--- config.mk ---
export PLATFORM = sky130hd
export DESIGN_NAME = div_seq
export DESIGN_NICKNAME = d
export VERILOG_FILES = /design/src/rtl/cpu_pkg.sv /design/src/rtl/cla_sub.sv /design/src/rtl/div_seq.sv
export SDC_FILE = /design/constraint.sdc
export NUM_CORES = 1
export LEC_CHECK = 0
export BUFFER_PORTS_ARGS = -buffer_cell sky130_fd_sc_hd__buf_2
export CAP_MARGIN = 25
export CORE_ASPECT_RATIO = 0.8
export CORE_MARGIN = 2
export CORE_UTILIZATION = 47
export CTS_CLUSTER_SIZE = 40
export DETAILED_ROUTE_END_ITERATION = 16
export GPL_TIMING_DRIVEN = 0
export PLACE_DENSITY = 0.69
export SLEW_MARGIN = 30
export SYNTH_ARGS = -nofsm -noshare
export SYNTH_HDL_FRONTEND = slang
export SYNTH_HIERARCHICAL = 1
export SYNTH_SLANG_ARGS = --single-unit
--- constraint.sdc ---
create_clock -name clk -period 4.9 [get_ports clk]
set_clock_uncertainty 0.05 [all_clocks]
set_input_delay 0.49 -clock clk [delete_from_list [all_inputs] [get_ports clk]]
set_output_delay 0.49 -clock clk [all_outputs]
set_load 0.005 [all_outputs]
--- src/rtl/cpu_pkg.sv ---
// cpu_pkg: shared definitions for the EX-stage divider.
//   DIV_W       - default divider operand/result width
//   DIV_LAT     - cycles from operand accept to out_valid for a non-zero divisor
//   div_state_e - divider FSM state encoding
package cpu_pkg;

    localparam int DIV_W   = 32;
    localparam int DIV_LAT = DIV_W + 2;

    typedef enum logic [1:0] {
        IDLE = 2'd0,
        CALC = 2'd1,
        FIX  = 2'd2,
        DONE = 2'd3
    } div_state_e;

endpackage

--- src/rtl/cla_sub.sv ---
// cla_sub: combinational W-bit subtractor computing a + ~b + 1.
// Carries inside each 4-bit group come from generate/propagate lookahead.
// Group carries are chained between groups.
//   a, b     - minuend and subtrahend
//   diff     - a - b (modulo 2^W)
//   borrow_n - carry-out; 1 means no borrow (a >= b unsigned)
module cla_sub #(
    parameter int W = 32
) (
    input  logic [W-1:0] a,
    input  logic [W-1:0] b,
    output logic [W-1:0] diff,
    output logic         borrow_n
);

    localparam int NG = W / 4;

    logic [W-1:0] g_s;
    logic [W-1:0] p_s;

    assign g_s = a & ~b;
    assign p_s = a ^ ~b;

    // per-group lookahead carries, group carry chained into the next group
    always_comb begin
        logic [3:0] g4;
        logic [3:0] p4;
        logic [3:0] c4;
        logic       gg;
        logic       gp;
        logic       carry;
        g4    = 4'd0;
        p4    = 4'd0;
        c4    = 4'd0;
        gg    = 1'b0;
        gp    = 1'b0;
        carry = 1'b1;
        diff  = '0;
        for (int k = 0; k < NG; k++) begin
            g4    = g_s[4*k +: 4];
            p4    = p_s[4*k +: 4];
            c4[0] = carry;
            c4[1] = g4[0] | (p4[0] & carry);
            c4[2] = g4[1] | (p4[1] & g4[0]) | (p4[1] & p4[0] & carry);
            c4[3] = g4[2] | (p4[2] & g4[1]) | (p4[2] & p4[1] & g4[0])
                  | (p4[2] & p4[1] & p4[0] & carry);
            gg    = g4[3] | (p4[3] & g4[2]) | (p4[3] & p4[2] & g4[1])
                  | (p4[3] & p4[2] & p4[1] & g4[0]);
            gp    = &p4;
            diff[4*k +: 4] = p4 ^ c4;
            carry = gg | (gp & carry);
        end
        borrow_n = carry;
    end

endmodule

--- src/rtl/div_seq.sv ---
// div_seq: multi-cycle restoring divider (DIV / DIVU), one quotient bit per cycle.
//   in_valid/in_ready   - operand handshake (in_ready high only in IDLE)
//   is_signed           - 1 = two's complement, 0 = unsigned
//   dividend, divisor   - operands
//   flush               - aborts any operation, discards a pending result
//   out_valid/out_ready - result handshake
//   quotient, remainder - results (to LO / HI)
//   div_by_zero         - divisor was zero, valid with out_valid
//   busy                - high in CALC or FIX, stalls the pipeline
module div_seq
    import cpu_pkg::*;
#(
    parameter int W     = DIV_W,
    parameter int CNT_W = 6
) (
    input  logic         clk,
    input  logic         rst_n,
    input  logic         in_valid,
    output logic         in_ready,
    input  logic         is_signed,
    input  logic [W-1:0] dividend,
    input  logic [W-1:0] divisor,
    input  logic         flush,
    output logic         out_valid,
    input  logic         out_ready,
    output logic [W-1:0] quotient,
    output logic [W-1:0] remainder,
    output logic         div_by_zero,
    output logic         busy
);

    localparam logic [CNT_W-1:0] CNT_LAST = CNT_W'(W - 1);

    div_state_e state_q, state_d;
    // a_q holds the dividend magnitude; quotient bits shift in from the bottom
    logic [W-1:0] a_q, a_d;
    logic [W-1:0] b_q, b_d;
    logic [W-1:0] r_q, r_d;
    logic [W-1:0] quot_q, quot_d;
    logic [W-1:0] rem_q, rem_d;
    logic [CNT_W-1:0] cnt_q, cnt_d;
    logic sq_q, sq_d, sr_q, sr_d;
    logic out_valid_q, out_valid_d;
    logic dbz_q, dbz_d;
    logic in_ready_q, in_ready_d;
    logic busy_q, busy_d;

    logic [W-1:0] shift_s;
    logic [W-1:0] sub0_a_s, sub0_b_s, sub0_diff_s;
    logic [W-1:0] sub1_b_s, sub1_diff_s;
    logic         sub0_borrow_n_s;
    logic         sub1_borrow_unused_s;
    logic         neg_a_s, neg_b_s;

    assign shift_s = {r_q[W-2:0], a_q[W-1]};
    assign neg_a_s = is_signed & dividend[W-1];
    assign neg_b_s = is_signed & divisor[W-1];

    // Shared subtractor: |dividend| in IDLE, trial subtraction in CALC,
    // quotient negation in FIX. The second one negates divisor/remainder.
    always_comb begin
        sub0_a_s = '0;
        sub0_b_s = '0;
        case (state_q)
            IDLE:    sub0_b_s = dividend;
            CALC: begin
                sub0_a_s = shift_s;
                sub0_b_s = b_q;
            end
            FIX:     sub0_b_s = a_q;
            default: sub0_b_s = '0;
        endcase
        if (state_q == IDLE) begin
            sub1_b_s = divisor;
        end else begin
            sub1_b_s = r_q;
        end
    end

    cla_sub #(.W(W)) u_sub0 (
        .a        (sub0_a_s),
        .b        (sub0_b_s),
        .diff     (sub0_diff_s),
        .borrow_n (sub0_borrow_n_s)
    );

    cla_sub #(.W(W)) u_sub1 (
        .a        ('0),
        .b        (sub1_b_s),
        .diff     (sub1_diff_s),
        .borrow_n (sub1_borrow_unused_s)
    );

    // FSM next state and datapath updates; flush overrides everything
    always_comb begin
        state_d     = state_q;
        a_d         = a_q;
        b_d         = b_q;
        r_d         = r_q;
        quot_d      = quot_q;
        rem_d       = rem_q;
        cnt_d       = cnt_q;
        sq_d        = sq_q;
        sr_d        = sr_q;
        out_valid_d = out_valid_q;
        dbz_d       = dbz_q;
        if (flush) begin
            state_d     = IDLE;
            out_valid_d = 1'b0;
        end else begin
            case (state_q)
                IDLE: begin
                    if (in_valid) begin
                        if (divisor == '0) begin
                            quot_d      = '1;
                            rem_d       = dividend;
                            dbz_d       = 1'b1;
                            out_valid_d = 1'b1;
                            state_d     = DONE;
                        end else begin
                            a_d     = neg_a_s ? sub0_diff_s : dividend;
                            b_d     = neg_b_s ? sub1_diff_s : divisor;
                            sq_d    = neg_a_s ^ neg_b_s;
                            sr_d    = neg_a_s;
                            r_d     = '0;
                            cnt_d   = CNT_LAST;
                            dbz_d   = 1'b0;
                            state_d = CALC;
                        end
                    end else begin
                        state_d = IDLE;
                    end
                end
                CALC: begin
                    // a set MSB shifted out means the W+1-bit value exceeds b_q
                    if (r_q[W-1] | sub0_borrow_n_s) begin
                        r_d = sub0_diff_s;
                        a_d = {a_q[W-2:0], 1'b1};
                    end else begin
                        r_d = shift_s;
                        a_d = {a_q[W-2:0], 1'b0};
                    end
                    if (cnt_q == '0) begin
                        state_d = FIX;
                    end else begin
                        cnt_d = cnt_q - CNT_W'(1);
                    end
                end
                FIX: begin
                    quot_d      = sq_q ? sub0_diff_s : a_q;
                    rem_d       = sr_q ? sub1_diff_s : r_q;
                    out_valid_d = 1'b1;
                    state_d     = DONE;
                end
                DONE: begin
                    if (out_ready) begin
                        out_valid_d = 1'b0;
                        state_d     = IDLE;
                    end else begin
                        state_d = DONE;
                    end
                end
                default: begin
                    out_valid_d = 1'b0;
                    state_d     = IDLE;
                end
            endcase
        end
        in_ready_d = (state_d == IDLE);
        busy_d     = (state_d == CALC) || (state_d == FIX);
    end

    // state and output registers
    always_ff @(posedge clk or negedge rst_n) begin
        if (!rst_n) begin
            state_q     <= IDLE;
            a_q         <= '0;
            b_q         <= '0;
            r_q         <= '0;
            quot_q      <= '0;
            rem_q       <= '0;
            cnt_q       <= '0;
            sq_q        <= 1'b0;
            sr_q        <= 1'b0;
            out_valid_q <= 1'b0;
            dbz_q       <= 1'b0;
            in_ready_q  <= 1'b1;
            busy_q      <= 1'b0;
        end else begin
            state_q     <= state_d;
            a_q         <= a_d;
            b_q         <= b_d;
            r_q         <= r_d;
            quot_q      <= quot_d;
            rem_q       <= rem_d;
            cnt_q       <= cnt_d;
            sq_q        <= sq_d;
            sr_q        <= sr_d;
            out_valid_q <= out_valid_d;
            dbz_q       <= dbz_d;
            in_ready_q  <= in_ready_d;
            busy_q      <= busy_d;
        end
    end

    assign in_ready    = in_ready_q;
    assign out_valid   = out_valid_q;
    assign quotient    = quot_q;
    assign remainder   = rem_q;
    assign div_by_zero = dbz_q;
    assign busy        = busy_q;

endmodule

# After elaboration in Yosys (flattened, before gate mapping)

Cells that the tools add are included.

Bits in registers: 174
Output and inout port bits: 68

Bitwise gates (word level): 273
$add $sub $neg: 1
Muxes and demuxes: 37
Equality and inequality tests: 12
Reductions and logical operators: 29

Operators by type and width:

| cell                  | count |
|---|---|
| $mux W32              | 15 |
| $pmux W32 S2          | 4 |
| $and A1 B1 Y1         | 169 |
| $pmux W32 S3          | 1 |
| $or A1 B1 Y1          | 81 |
| $reduce_and A4 Y1     | 19 |
| $not A32 Y32          | 2 |
| $xor A4 B4 Y4         | 16 |
| $and A32 B32 Y32      | 1 |
| $logic_not A32 Y1     | 1 |
| $xor A32 B32 Y32      | 1 |
| $mux W6               | 3 |
| $pmux W6 S2           | 1 |
| $mux W2               | 5 |
| $pmux W2 S4           | 1 |
| $eq A2 B2 Y1 const B  | 3 |
| $logic_not A6 Y1      | 1 |
| $mux W1               | 6 |
| $ne A2 B2 Y1 const B  | 3 |
| $ne A3 B3 Y1 const B  | 2 |
| $sub A6 B1 Y6 const B | 1 |
| $reduce_and A5 Y1     | 1 |
| $eq A2 B1 Y1 const B  | 2 |
| $logic_not A2 Y1      | 2 |
| other kinds (9)       | 11 |

# Logic depth before layout (Yosys ltp)

Word-level depth: 28
Depth in mapped cells: 22
Depth with buffers taken out: 19

# By module

The synthesis kept the hierarchy.

By module, submodules not included:

| module  | seq. area each (um^2) | instances | cells an instance | area each (um^2) |
|---|---|---|---|---|
| div_seq | 4355.4                | 1         | 1096              | 10201.0 |
| cla_sub | 0.0                   | 2         | 208               | 1496.4 |

# Worst setup path before layout

Ideal clock, no wire load.

Kind: flip-flop to flip-flop
Start point: register state_q[1]
End point: register r_q[11]
Setup time: 0.130 ns
Stages on the path, launching flop included: 20
Slack: 0.368 ns
Buffers on the path: 5
Arrival time: 4.353 ns
Path through: dfrtp_1 -> buf_4 -> clkbuf_1 -> nor2b_1 -> clkbuf_1 -> clkbuf_1 -> and2_1 -> ha_1 -> o21a_1 -> o2bb2ai_2 -> or4_1 -> o211ai_2 -> o31ai_4 -> o221a_4 -> a21oi_1 -> or3_1 -> nor2_2 -> clkbuf_1 -> mux2i_1 -> o2bb2ai_1

Elaborated cells between the ends (all ways): 111

RTL lines:

| element                                                     | RTL line                     | source |
|---|---|---|
| from (decl)                                                 | div_seq.sv:34                | `div_state_e state_q, state_d;` |
| from (signal assigned)                                      | div_seq.sv:190               | `state_q <= state_d;` |
| $eq A2 B1 Y1 *                                              | div_seq.sv:64                | `case (state_q)` |
| $mux W32 *                                                  | div_seq.sv:64                |  |
| named net sub0_a_s[2]                                       | div_seq.sv:49                | `logic [W-1:0] sub0_a_s, sub0_b_s, sub0_diff_s;` |
| $and A32 B32 Y32 / $xor A32 B32 Y32 (equally long branches) | cla_sub.sv:21, cla_sub.sv:22 |  |
| $and A1 B1 Y1, on equally long branches                     | cla_sub.sv:47, cla_sub.sv:48 |  |
| $or A1 B1 Y1, or another cell as far along                  | cla_sub.sv:47                | `gg = g4[3] \| (p4[3] & g4[2]) \| (p4[3] & p4[2] & g4[1])` |
| $or A1 B1 Y1 / $and A1 B1 Y1 (equally long branches)        | cla_sub.sv:47, cla_sub.sv:48 |  |
| $or A1 B1 Y1                                                | cla_sub.sv:48                | `\| (p4[3] & p4[2] & p4[1] & g4[0]);` |
| (+11 left out)                                              | -                            |  |
| $and A1 B1 Y1 *                                             | cla_sub.sv:51                | `carry = gg \| (gp & carry);` |
| $or A1 B1 Y1 *                                              | cla_sub.sv:51                |  |
| $and A1 B1 Y1 *                                             | cla_sub.sv:51                |  |
| $or A1 B1 Y1 *                                              | cla_sub.sv:51                |  |
| named net sub0_borrow_n_s                                   | div_seq.sv:51                | `logic sub0_borrow_n_s;` |
| $or A1 B1 Y1 *                                              | div_seq.sv:136               | `if (r_q[W-1] \| sub0_borrow_n_s) begin` |
| $mux W32 *                                                  | div_seq.sv:136               |  |
| $pmux W32 S2 *                                              | div_seq.sv:111               | `case (state_q)` |
| to (signal assigned)                                        | div_seq.sv:193               | `r_q <= r_d;` |
| to (decl)                                                   | div_seq.sv:38                | `logic [W-1:0] r_q, r_d;` |

The timed path passes the listed nets; every way through them passes the cells marked *.
A chain may end at the register's enable or synchronous reset.

# Worst setup path after layout

Start point: register state_q[1]
End point: register r_q[24]

The elaborated chain is that of the path after synthesis.

==> impl_metrics.ini <==
[run_status]
status = completed

[cts]
cts_tree = built
ctsRootBufferMaster = clkbuf_16
cts_made_buffers = 17
htree_levels = 4
clk_latency_ps = 440
clk_pin_slew_worst_paths_ps = 70
cts.sinks = 174
cts.path.max_buffers = 2

[yosys]
syn-instance-count = 1511
ys.warnings.count = 6
syn_area_um2 = 13200
avgSynthCellArea_um2 = 8.73

[sta]
max_slew_margin_pct = 37.0
setup_viol = 0
post-route-min-period_ps = 4850
period_share_pct = 99.0
tightest_slew_ps = 945
hold_slack_ps = 331
fmax_mhz = 206
drv_slew = 0
hold_viol = 0
fin_setup_tns_ps = 0

[worst_setup_path]
cp-end-kind = flop
path_class = flop to flop
startpoint_type = flop
path_max_fanout = 10
cp-startpoint = state_q[1]$_DFF_PN0_
required_ps = 5150
timing.rr.start = state_q[1]$_DFF_PN0_
critPathArrivalTime_ps = 5100

[drt]
detail_route.wl_per_cell_um = 21.1
ant_nets = 0
routed_wl_um = 44000
drt_iter0_drc = 1164
vias_per_cell = 5.93
drtPass1Iterations = 5
drc = 0
via_count = 12400

[layout]
multi_input_area_um2 = 8140
final_nets = 1862
final_util_pct = 55.7
final_common_cell = dfrtp_1
final_cell_mix = 173 x dfrtp_1, 160 x nand2_1, 158 x mux2i_1
drive_above_1_share_pct = 16.6
layout.cells.non_filler = 2087
fillerInstances = 2569
diodes = 0
register_area_um2 = 4360
final_cell_area_um2 = 15300
syn_to_final_growth_pct = 15.9

[global_routing]
antenna_found_initial = 0
grt_usage_pct = 29.9
grt_first_pass_wirelength_um = 67000
grt-ovfl-total = 0
grt_max_degree = 84
grt_pass1_vias = 11600

[placement]
placed_area_um2 = 14500
io_buffers = 134
placed_cells = 2050
place_hpwl_um = 33800
place_congestion = 0.952

[floorplan]
io_pins = 138
fp.coreArea_um2 = 27400
fp.dieW_um = 191
die_area_um2 = 29400
start_util_pct = 48.1
rows = 54
die_y_um = 154

[power]
power_density_nw_per_um2 = 276
leakage_nw = 7.46
ir_drop_v = 0.000271

[min_path]
hp-start = divisor[6]
worstHoldPathType = primary input to flop

[flow_run]
max-cap-violations = 0
==> final cells by class <==
class / instances / area share [%]
buffer: 100 / 3.60
clock buffer: 19 / 2.90
clock inverter: 13 / 0.900
inverter: 115 / 2.82
multi-input combinational: 1161 / 53.2
sequential: 174 / 28.5
tap: 364 / 2.98
timing repair buffer: 141 / 5.08
==> routing by layer <==
metal / track usage, % / vias to the layer above / share of wire, %
li1: - / 5695 / -
met1: 44.8 / 5987 / 45
met2: 41.7 / 617 / 41
met3: 7.30 / 66 / 10
met4: 9.52 / 2 / 2.6
met5: 1.34 / - / 0.12
==> timing repair <==
action,in CTS,in global routing
hold buffers,1,0
buffers inserted,0,4
gates cloned,0,0
endpoints found under the setup margin,48,43
resized for setup,28,37
pin swaps,2,4
hold endpoints to repair,41,0
==> flip-flops by register name (all words and copies together), names as in the netlist <==
signal	flops
r_q	32
cnt_q	6
remainder	32
sr_q	1
a_q	32
sq_q	1
busy	1
out_valid	1
b_q	32
div_by_zero	1
state_q	2
quotient	32
in_ready	1
==> critical path: stages, from the launching register on <==
cell	delay, ps
dfrtp_1	360
buf_4	170
clkbuf_4	220
nor2b_1	120
clkbuf_4	230
clkbuf_4	230
and2_1	140
ha_1	270
o21a_1	230
o2bb2ai_4	220
or4_1	190
o211ai_2	200
o31ai_4	420
o221a_4	280
a21oi_1	100
or3_1	410
nor2_4	270
clkbuf_8	260
mux2i_1	220
o2bb2ai_1	100
==> worst paths after layout <==
kind	end	cells past startpoint	slack [ps]
worst max-delay path	r_q[24]$_DFFE_PN0P_	19	50
worst min-delay path	b_q[6]$_DFFE_PN0P_	3	330
worst max register to register	r_q[24]$_DFFE_PN0P_	19	50
worst min register to register	b_q[17]$_DFFE_PN0P_	2	440
max in group asynchronous	in_ready$_DFF_PN1_	4	3260
min in group asynchronous	quotient[14]$_DFFE_PN0P_	2	470
==> metrics by stage <==
stage / worst slack [ps] / power [mW]
finish: 51.4 / 4.21
global route: -4.44 / 4.41
CTS: 5.77 / 4.17
detailed placement: -1000 / 2.81
global placement: -1010 / 2.77
floorplan: 368 / 2.43
==> power breakdown <==
part,internal [mW],switching [mW]
sequential,1.55,0.111
clock,0.766,0.609
combinational,0.449,0.726
total,2.77,1.45
Note: power is estimated with default switching activity, not from simulation.
